$ cat src/rtl/tl_pkg.sv
// rtl/tl_pkg.sv - shared states, lamp codes and default phase durations
package tl_pkg;

    typedef enum logic [2:0] {
        S_INIT,
        S_MG,
        S_MY,
        S_AR1,
        S_SG,
        S_SY,
        S_AR2
    } tl_state_e;

    localparam logic [2:0] LAMP_RED = 3'b100;
    localparam logic [2:0] LAMP_YEL = 3'b010;
    localparam logic [2:0] LAMP_GRN = 3'b001;

    localparam logic [3:0] TL_T_MAIN   = 4'd10;
    localparam logic [3:0] TL_T_SIDE   = 4'd6;
    localparam logic [3:0] TL_T_EXT    = 4'd3;
    localparam int         TL_MAX_EXT  = 2;
    localparam logic [3:0] TL_T_YEL    = 4'd3;
    localparam logic [3:0] TL_T_ALLRED = 4'd1;

endpackage

$ cat src/rtl/traffic_light_ctrl_if.sv
// rtl/traffic_light_ctrl_if.sv - handshake between the controller and the phase timer
interface traffic_light_ctrl_if;

    logic [3:0] value;
    logic       start_timer;
    logic       expired;

    modport master (output value, output start_timer, input expired);
    modport slave  (input value, input start_timer, output expired);

endinterface

$ cat src/rtl/tl_expiry_detect.sv
// rtl/tl_expiry_detect.sv - synchronises timer expiry and emits one armed event per phase
module tl_expiry_detect (
    input  logic clk,
    input  logic Reset,
    input  logic expired,
    input  logic start_timer,
    output logic exp_ev
);

    logic sync1;
    logic sync2;
    logic sync2_d;
    logic armed;

    always_ff @(posedge clk or negedge Reset) begin
        if (!Reset) begin
            sync1   <= 1'b0;
            sync2   <= 1'b0;
            sync2_d <= 1'b0;
            armed   <= 1'b0;
        end else begin
            sync1   <= expired;
            sync2   <= sync1;
            sync2_d <= sync2;
            // A fresh phase re-arms; the event that ends the phase disarms.
            if (start_timer) begin
                armed <= 1'b1;
            end else if (exp_ev) begin
                armed <= 1'b0;
            end
        end
    end

    assign exp_ev = armed & sync2 & ~sync2_d;

endmodule

$ cat src/rtl/traffic_light_ctrl.sv
// rtl/traffic_light_ctrl.sv - intersection phase sequencer with side-road extensions and walk phase
module traffic_light_ctrl
    import tl_pkg::*;
#(
    parameter logic [3:0] T_MAIN   = TL_T_MAIN,
    parameter logic [3:0] T_SIDE   = TL_T_SIDE,
    parameter logic [3:0] T_EXT    = TL_T_EXT,
    parameter int         MAX_EXT  = TL_MAX_EXT,
    parameter logic [3:0] T_YEL    = TL_T_YEL,
    parameter logic [3:0] T_ALLRED = TL_T_ALLRED
) (
    input  logic                        clk,
    input  logic                        Reset,
    traffic_light_ctrl_if.master        tmr,
    input  logic                        sensor,
    input  logic                        walk_req,
    output logic [2:0]                  main_light,
    output logic [2:0]                  side_light,
    output logic                        walk
);

    // A zero duration would make the timer expire at once.
    if (T_MAIN == 4'd0 || T_SIDE == 4'd0 || T_EXT == 4'd0 || T_YEL == 4'd0 ||
        T_ALLRED == 4'd0 || MAX_EXT < 0 || MAX_EXT > 3) begin : g_param_check
        $error("traffic_light_ctrl: parameter outside legal range");
    end

    localparam logic [1:0] MAX_EXT_L = 2'(MAX_EXT);

    tl_state_e  state_q, state_d;
    logic [3:0] value_q, dur;
    logic       start_q, load, ext_inc, sg_entry, sg_exit, exp_ev, walk_latch;
    logic [1:0] ext_cnt;

    tl_expiry_detect u_expiry_detect (
        .clk         (clk),
        .Reset       (Reset),
        .expired     (tmr.expired),
        .start_timer (start_q),
        .exp_ev      (exp_ev)
    );

    always_comb begin
        state_d = state_q;
        load    = 1'b0;
        dur     = value_q;
        ext_inc = 1'b0;
        case (state_q)
            S_INIT: begin
                state_d = S_AR2;
                load    = 1'b1;
                dur     = T_ALLRED;
            end
            S_MG: if (exp_ev) begin
                load = 1'b1;
                if (sensor || walk_latch) begin
                    state_d = S_MY;
                    dur     = T_YEL;
                end else begin
                    dur = T_MAIN;
                end
            end
            S_MY: if (exp_ev) begin
                state_d = S_AR1;
                load    = 1'b1;
                dur     = T_ALLRED;
            end
            S_AR1: if (exp_ev) begin
                state_d = S_SG;
                load    = 1'b1;
                dur     = T_SIDE;
            end
            S_SG: if (exp_ev) begin
                load = 1'b1;
                if (sensor && ext_cnt < MAX_EXT_L) begin
                    dur     = T_EXT;
                    ext_inc = 1'b1;
                end else begin
                    state_d = S_SY;
                    dur     = T_YEL;
                end
            end
            S_SY: if (exp_ev) begin
                state_d = S_AR2;
                load    = 1'b1;
                dur     = T_ALLRED;
            end
            S_AR2: if (exp_ev) begin
                state_d = S_MG;
                load    = 1'b1;
                dur     = T_MAIN;
            end
            default: state_d = S_INIT;
        endcase
    end

    assign sg_entry = (state_d == S_SG) && (state_q != S_SG);
    assign sg_exit  = (state_q == S_SG) && (state_d != S_SG);

    always_ff @(posedge clk or negedge Reset) begin
        if (!Reset) begin
            state_q    <= S_INIT;
            value_q    <= 4'd0;
            start_q    <= 1'b0;
            ext_cnt    <= 2'd0;
            walk_latch <= 1'b0;
            walk       <= 1'b0;
        end else begin
            state_q <= state_d;
            start_q <= load;
            if (load) begin
                value_q <= dur;
            end
            if (sg_entry) begin
                ext_cnt <= 2'd0;
            end else if (ext_inc) begin
                ext_cnt <= ext_cnt + 2'd1;
            end
            // The latch hands its request to the walk lamp on side-green entry.
            if (sg_entry) begin
                walk       <= walk_latch;
                walk_latch <= walk_req;
            end else begin
                if (walk_req && state_q != S_INIT) begin
                    walk_latch <= 1'b1;
                end
                if (sg_exit) begin
                    walk <= 1'b0;
                end
            end
        end
    end

    always_comb begin
        main_light = LAMP_RED;
        side_light = LAMP_RED;
        case (state_q)
            S_MG:    main_light = LAMP_GRN;
            S_MY:    main_light = LAMP_YEL;
            S_SG:    side_light = LAMP_GRN;
            S_SY:    side_light = LAMP_YEL;
            default: ;
        endcase
    end

    assign tmr.value       = value_q;
    assign tmr.start_timer = start_q;

    a_safety: assert property (@(posedge clk) disable iff (!Reset)
        (main_light == LAMP_RED) || (side_light == LAMP_RED));

endmodule

$ cat src/flat_wrapper.sv
// flat-port wrapper written by rule: the top's interface ports become plain ports
module traffic_light_ctrl_flat import tl_pkg::*;
#(
    parameter logic [3:0] T_MAIN   = TL_T_MAIN,
    parameter logic [3:0] T_SIDE   = TL_T_SIDE,
    parameter logic [3:0] T_EXT    = TL_T_EXT,
    parameter int         MAX_EXT  = TL_MAX_EXT,
    parameter logic [3:0] T_YEL    = TL_T_YEL,
    parameter logic [3:0] T_ALLRED = TL_T_ALLRED
)
  (clk, Reset, sensor, walk_req, main_light, side_light, walk, tmr_value, tmr_start_timer, tmr_expired);
  traffic_light_ctrl_if tmr_i ();
  input  logic clk;
  input  logic Reset;
  input  logic sensor;
  input  logic walk_req;
  output logic [2:0] main_light;
  output logic [2:0] side_light;
  output logic walk;
  output wire logic [$bits(tmr_i.value)-1:0] tmr_value;
  output wire logic [$bits(tmr_i.start_timer)-1:0] tmr_start_timer;
  input wire logic [$bits(tmr_i.expired)-1:0] tmr_expired;
  assign tmr_value = tmr_i.value;
  assign tmr_start_timer = tmr_i.start_timer;
  assign tmr_i.expired = tmr_expired;
  traffic_light_ctrl #(.T_MAIN(T_MAIN), .T_SIDE(T_SIDE), .T_EXT(T_EXT), .MAX_EXT(MAX_EXT), .T_YEL(T_YEL), .T_ALLRED(T_ALLRED)) u_core (.clk(clk), .Reset(Reset), .tmr(tmr_i), .sensor(sensor), .walk_req(walk_req), .main_light(main_light), .side_light(side_light), .walk(walk));
endmodule
$ cat config.mk
export PLATFORM = sky130hd
export DESIGN_NAME = traffic_light_ctrl_flat
export DESIGN_NICKNAME = d
export VERILOG_FILES = /design/src/rtl/tl_pkg.sv /design/src/rtl/traffic_light_ctrl_if.sv /design/src/rtl/tl_expiry_detect.sv /design/src/rtl/traffic_light_ctrl.sv /design/src/flat_wrapper.sv
export SDC_FILE = /design/constraint.sdc
export NUM_CORES = 1
export LEC_CHECK = 0
export ABC_AREA = 1
export BUFFER_PORTS_ARGS = -buffer_cell sky130_fd_sc_hd__buf_2
export CAP_MARGIN = 30
export CORE_UTILIZATION = 52
export DETAILED_ROUTE_END_ITERATION = 10
export PLACE_DENSITY_LB_ADDON = 0.3
export SYNTH_ARGS = -nofsm -noshare
export SYNTH_HDL_FRONTEND = slang
export SYNTH_SLANG_ARGS = --single-unit
$ cat constraint.sdc
create_clock -name clk -period 1.77 [get_ports clk]
set_input_delay 0.531 -clock clk [delete_from_list [all_inputs] [get_ports clk]]
set_output_delay 0.531 -clock clk [all_outputs]
set_load 0.01 [all_outputs]
After elaboration in Yosys (flattened, before gate mapping)
Index checks and enable logic that the tools add are counted.
{ "totals": {"ff_bits": 16, "latchBits": 0, "ramBits": 0, "rom_bits": 0, "input_bits": 5, "elab_cells": 75, "mem_count": 0} }
{ "op_classes": {"add_sub_neg": 1, "n_mul": 0, "div_mod_pow": 0, "order_cmp": 1, "n_eq_ne": 14, "n_shift": 0, "n_mux": 31, "n_bitwise": 3, "reduce_logical": 15} }
{ "ops": {"columns": ["operator", "n"], "rows": [
  ["3-bit two-way mux", 8],
  ["4-bit two-way mux", 6],
  ["4-bit case mux with 6 select lines", 1],
  ["3-bit case mux with 7 select lines", 1],
  ["3-bit == test (second input constant)", 4],
  ["3-bit case mux with 2 select lines", 2],
  ["1-bit two-way mux", 10],
  ["2-bit by 1-bit inequality test with 1-bit output (second input constant)", 5],
  ["2-bit nonzero test", 4],
  ["7-bit AND reduction", 1],
  ["3-bit by 2-bit == test with 1-bit output (second input constant)", 2],
  ["3-bit inequality test (second input constant)", 2],
  ["6-bit nonzero test", 1],
  ["6-bit OR reduction", 1],
  ["1-bit logical AND", 4],
  ["2-bit two-way mux", 2],
  ["3-bit by 1-bit == test with 1-bit output (second input constant)", 1],
  ["3-bit zero test", 1],
  ["3-bit nonzero test", 1],
  ["2-bit by 1-bit adder with 2-bit output (second input constant)", 1],
  ["1-bit AND", 2],
  ["2-bit < comparator (second input constant)", 1],
  ["1-bit case mux with 2 select lines", 1],
  ["2-bit OR reduction", 1],
  ["other kinds (2)", 2]
]} }

Longest topological paths before layout
{ "logic_depth": {"ltp_word": 9, "mapped_depth": 12} }

Modules after synthesis
From an unflattened synthesis, not the netlist that was laid out.
{ "hier_totals": {"hier_cells": 103, "hier_area_um2": 807.0} }
{ "by_module_without_submodules": {"columns": ["module", "instances", "cells_each", "area_per_inst_um2", "seq_area_each_um2"], "rows": [
  ["traffic_light_ctrl", 1, 92, 680.7, 300.3],
  ["tl_expiry_detect", 1, 11, 126.4, 100.1]
]} }

Worst setup path after synthesis
Ideal clock, no wire load.
{ "synth_path": {"kind": "input -> register", "from": "in sensor", "to": "reg u_core.walk_latch", "setup_ps": 129, "arrival_time_ps": 1399, "setup_slack_ps": 242, "stages": 9, "path_buffers": 0, "cell_sequence": "nor2_1 nand2_1 nand2_1 inv_1 nand2_1 nor2_2 ha_1 o21ai_0 o21ai_0"} }
{ "synth_via": {"elab_chain_cells": 7, "word_cells_on_any_way": 11, "cone_classes": "eq/ne (1); mux (6); reduce/logical (4)"} }
{ "synth_lines": {"columns": ["item", "line", "rtl"], "rows": [
  ["start, declared", "flat_wrapper.sv:15", "input logic sensor;"],
  ["1-bit logical AND / 1-bit logical OR (equally long branches)", "traffic_light_ctrl.sv:75, traffic_light_ctrl.sv:56", null],
  ["3-bit two-way mux (on tied branches)", "traffic_light_ctrl.sv:75, traffic_light_ctrl.sv:56", null],
  ["3-bit two-way mux (on tied branches)", "traffic_light_ctrl.sv:73, traffic_light_ctrl.sv:54", null],
  ["3-bit case mux with 7 select lines *", "traffic_light_ctrl.sv:48", "case (state_q)"],
  ["named net u_core.state_d[0]", "traffic_light_ctrl.sv:30", "tl_state_e state_q, state_d;"],
  ["3-bit == test *", "traffic_light_ctrl.sv:97", "assign sg_entry = (state_d == S_SG) && (state_q != S_SG);"],
  ["1-bit logical AND *", "traffic_light_ctrl.sv:97", null],
  ["1-bit two-way mux / 2-bit nonzero test (equally long branches)", null, null],
  ["end signal, assigned", "traffic_light_ctrl.sv:122", "walk_latch <= walk_req;"],
  ["end, declared", "traffic_light_ctrl.sv:32", "logic start_q, load, ext_inc, sg_entry, sg_exit, exp_ev, walk_latch;"]
]} }
Mark *: on every way through the listed nets, which the timed path passes. The rest lies on a longest branch.
A chain may end at the register's enable or synchronous reset.

Worst setup path after layout
{ "layout_path": {"from": "reg u_core.state_q[0]", "to": "out side_light[2]"} }
{ "layout_via": {"elab_chain_cells": 2, "word_cells_on_any_way": 3, "cone_classes": "eq/ne (2); mux (1)"} }
{ "layout_lines": {"columns": ["item", "line", "rtl"], "rows": [
  ["start, declared", "traffic_light_ctrl.sv:30", null],
  ["start signal, assigned", "traffic_light_ctrl.sv:109", "state_q <= state_d;"],
  ["3-bit == test", "traffic_light_ctrl.sv:137", "case (state_q)"],
  ["3-bit case mux with 2 select lines *", "traffic_light_ctrl.sv:137", null],
  ["end, declared", "flat_wrapper.sv:18", "output logic [2:0] side_light;"]
]} }
Every way passes the cells marked *; elsewhere a longest branch is shown, timed or not.

==> qor.txt <==
status -> completed
Die X -> 42.7 µm
FILL cells -> 120
Net Count, Synth -> 110
DP Wirelength -> 1.28 mm
final hold vios -> 0
drt drc -> 0
Warnings, synthesis -> 0
H-Tree Depth -> 1
GR Util All Layers -> 0.218
final wirelength -> 1.93 mm
final-stage net count -> 139
syn avg cell area -> 8.29 µm²
synthesized area -> 862 µm²
count of final setup violators -> 0
vias per cell -> 5.24
Crit path depth -> 5
worst r2r dst -> u_core.walk_latch
antenna violation net count after detailed routing -> 0
Hold WC Path Type -> input pin to async pin
GPL Wtd Cong -> 0.812
Setup Skew -> 0.00281 ns
Core ar. -> 0.00152 mm²
worst endpoint required time -> 1.24 ns
crit-path max cell delay -> 0.47 ns
DRT iter0 DRCs -> 24
Critical path origin -> u_core.state_q[0]
sequential area share after synthesis -> 0.464
Setup CP Type -> flop to output port
Yosys reg bits -> 16
starting density of the core -> 0.566
DR vias -> 775
clock tree buffer depth -> 2
worst path arrival time -> 1.23 ns
die height -> 42.7 µm
hold buffers post-CTS -> 0
clock-pin slew on the worst setup and hold paths -> 0.09 ns
footprint of the multi-input gates -> 400 µm²
initial antenna violation count -> 0
Buf/Inv on CP -> 3
Worst IR Drop VDD -> 0.422 mV
CP Capture Type -> output port
total gr overflow -> 0
pre-CTS WS -> 0.0453 ns
headroom to the max-slew limit -> 0.772
CP cell instances -> inv_4, nand3_4, o21ai_1, inv_1, buf_2
Reg area -> 404 µm²
Ant. Diodes -> 0
CTS tree -> done
R2R depth -> 10
cell at the slowest stage of the critical path -> dfrtp_2
Inserted Clock Buffers -> 3
crit path time final -> 1.76 ns
I/O Buffers -> 16
WL/cell -> 13.0 µm
worst-skew pair later-pin latency -> 0.29 ns
share of layout cells above drive strength 1 -> 0.432
FF-to-FF setup slack -> 0.10 ns
Cell Pwr Density -> 580 mW/mm²
most common cell after layout, fill and taps aside -> nand2_1
pin count of the biggest net entering global routing -> 17
clock root cell -> clkbuf_4
crit path max fanout -> 5
FMAX -> 569 MHz
Sink Count -> 16
delay-heaviest family, CP -> flip-flops
Setup WS post-layout -> 0.0135 ns
unrepaired setup endpoints after global routing -> true
maxcap violations -> 0
Startpoint Class -> flop
post-synthesis cell count -> 104
static leakage -> 0.583 nW
1st-pass router iterations -> 4
Die Area -> 0.00182 mm²
worst flop-to-flop path startpoint -> u_core.state_q[0]
Ports -> 17
Slew @ Worst Pin -> 0.342 ns
Yosys cell types -> 20
number of cell rows -> 14
most frequent cells in the layout -> nand2_1 (28), buf_2 (16), dfrtp_1 (13)
max-slew violations -> 0
final core occ -> 0.709
final worst-path cycle share -> 0.992
P&R area growth vs syn -> 25.4%
first-pass GRT wire length -> 2.92 mm
vias in the first global route -> 681
==> worst max-delay path by stage <==
| stage | endpoint | slack (ns) |
|---|---|---|
| floorplan | u_core.walk_latch | 0.24 |
| global placement | u_core.walk_latch | 0.07 |
| detailed placement | u_core.walk_latch | 0.05 |
| CTS | side_light[2] | 0.003 |
| global route | side_light[2] | -0.04 |
| finish | side_light[2] | 0.01 |
==> cell families after synthesis <==
kind of cell / Yosys count / synth area share
compound gates: 13 / 0.0798
xor+xnor: 1 / 0.0102
fa+ha+maj: 1 / 0.0145
buf+inv: 16 / 0.0987
flops: 16 / 0.464
simple gates: 57 / 0.332
==> sequential cells by signal (all words and copies together), names as in the netlist <==
name and flops:
u_core.tmr.value 4, u_core.state_q 3, u_core.ext_cnt 2, u_core.tmr.start_timer 1
u_core.u_expiry_detect.armed 1, u_core.u_expiry_detect.sync1 1, u_core.u_expiry_detect.sync2 1, u_core.u_expiry_detect.sync2_d 1
u_core.walk 1, u_core.walk_latch 1
==> worst register-to-register path, delay by kind of cell, from the launching register on <==
kind | cells | cell delay [ns]
compound gates | 2 | 0.21
fa+ha+maj | 1 | 0.23
buf+inv | 2 | 0.24
flops | 1 | 0.47
simple gates | 5 | 0.41
==> power breakdown <==
| group | internal, mW | switching (mW) |
|---|---|---|
| combinational | 0.00378 | 0.00799 |
| clock | 0.125 | 0.118 |
| sequential | 0.369 | 0.00382 |
==> per-stage QoR <==
stage / total power [mW] / instance area, µm² / std cells / TNS (ns) / hold slack (ns)
finish: 0.627 / 1080 / 148 / 0 / 0.126
global route: 0.651 / 1080 / 148 / -0.124 / 0.150
CTS: 0.630 / 1020 / 143 / 0 / 0.142
detailed placement: 0.392 / 943 / 135 / 0 / 0.345
global placement: 0.391 / 943 / 135 / 0 / 0.335
floorplan: 0.380 / 862 / 104 / 0 / 0.235
==> per-layer routing <==
metal	part of all wire	track usage	routed length, µm
met5	0	0	0
met4	0.030	0.113	57
met3	0.057	0.0383	109
met2	0.48	0.336	928
met1	0.43	0.293	833
==> cell type report <==
type                    instances  area share
inverters                      13      0.0498
repair buffers                 27       0.154
clock buffers                   4      0.0336
flip-flops and latches         16       0.374
well taps                      16      0.0185
multi-input cells              72       0.370
==> synthesized netlist by cell type <==
library cell  count  area share
inv_2             3       0.013
o21ai_1           3       0.017
nor2_1            9       0.039
a21oi_1           5       0.029
nor2_2            3       0.022
dfrtp_1          16        0.46
inv_1             9       0.039
nor3_1            1      0.0058
o21ai_0           4       0.023
buf_6             3       0.039
nand2_2           4       0.029
xnor2_1           1       0.010
nand3_4           1       0.020
nand3_1           4       0.023
nand2_1          31        0.13
a21o_2            1       0.010
inv_4             1      0.0073
nor2_8            1       0.023
nand3_2           3       0.035
ha_1              1       0.015
==> what timing repair did <==
| action | in CTS | in global routing |
|---|---|---|
| buffers inserted | 4 | 5 |
| hold endpoints to repair | 0 | 0 |
| setup endpoints to repair | 6 | 6 |
| pin swaps | 0 | 2 |
| gates resized for setup | 5 | 10 |
(Power assumes the default switching activity.)
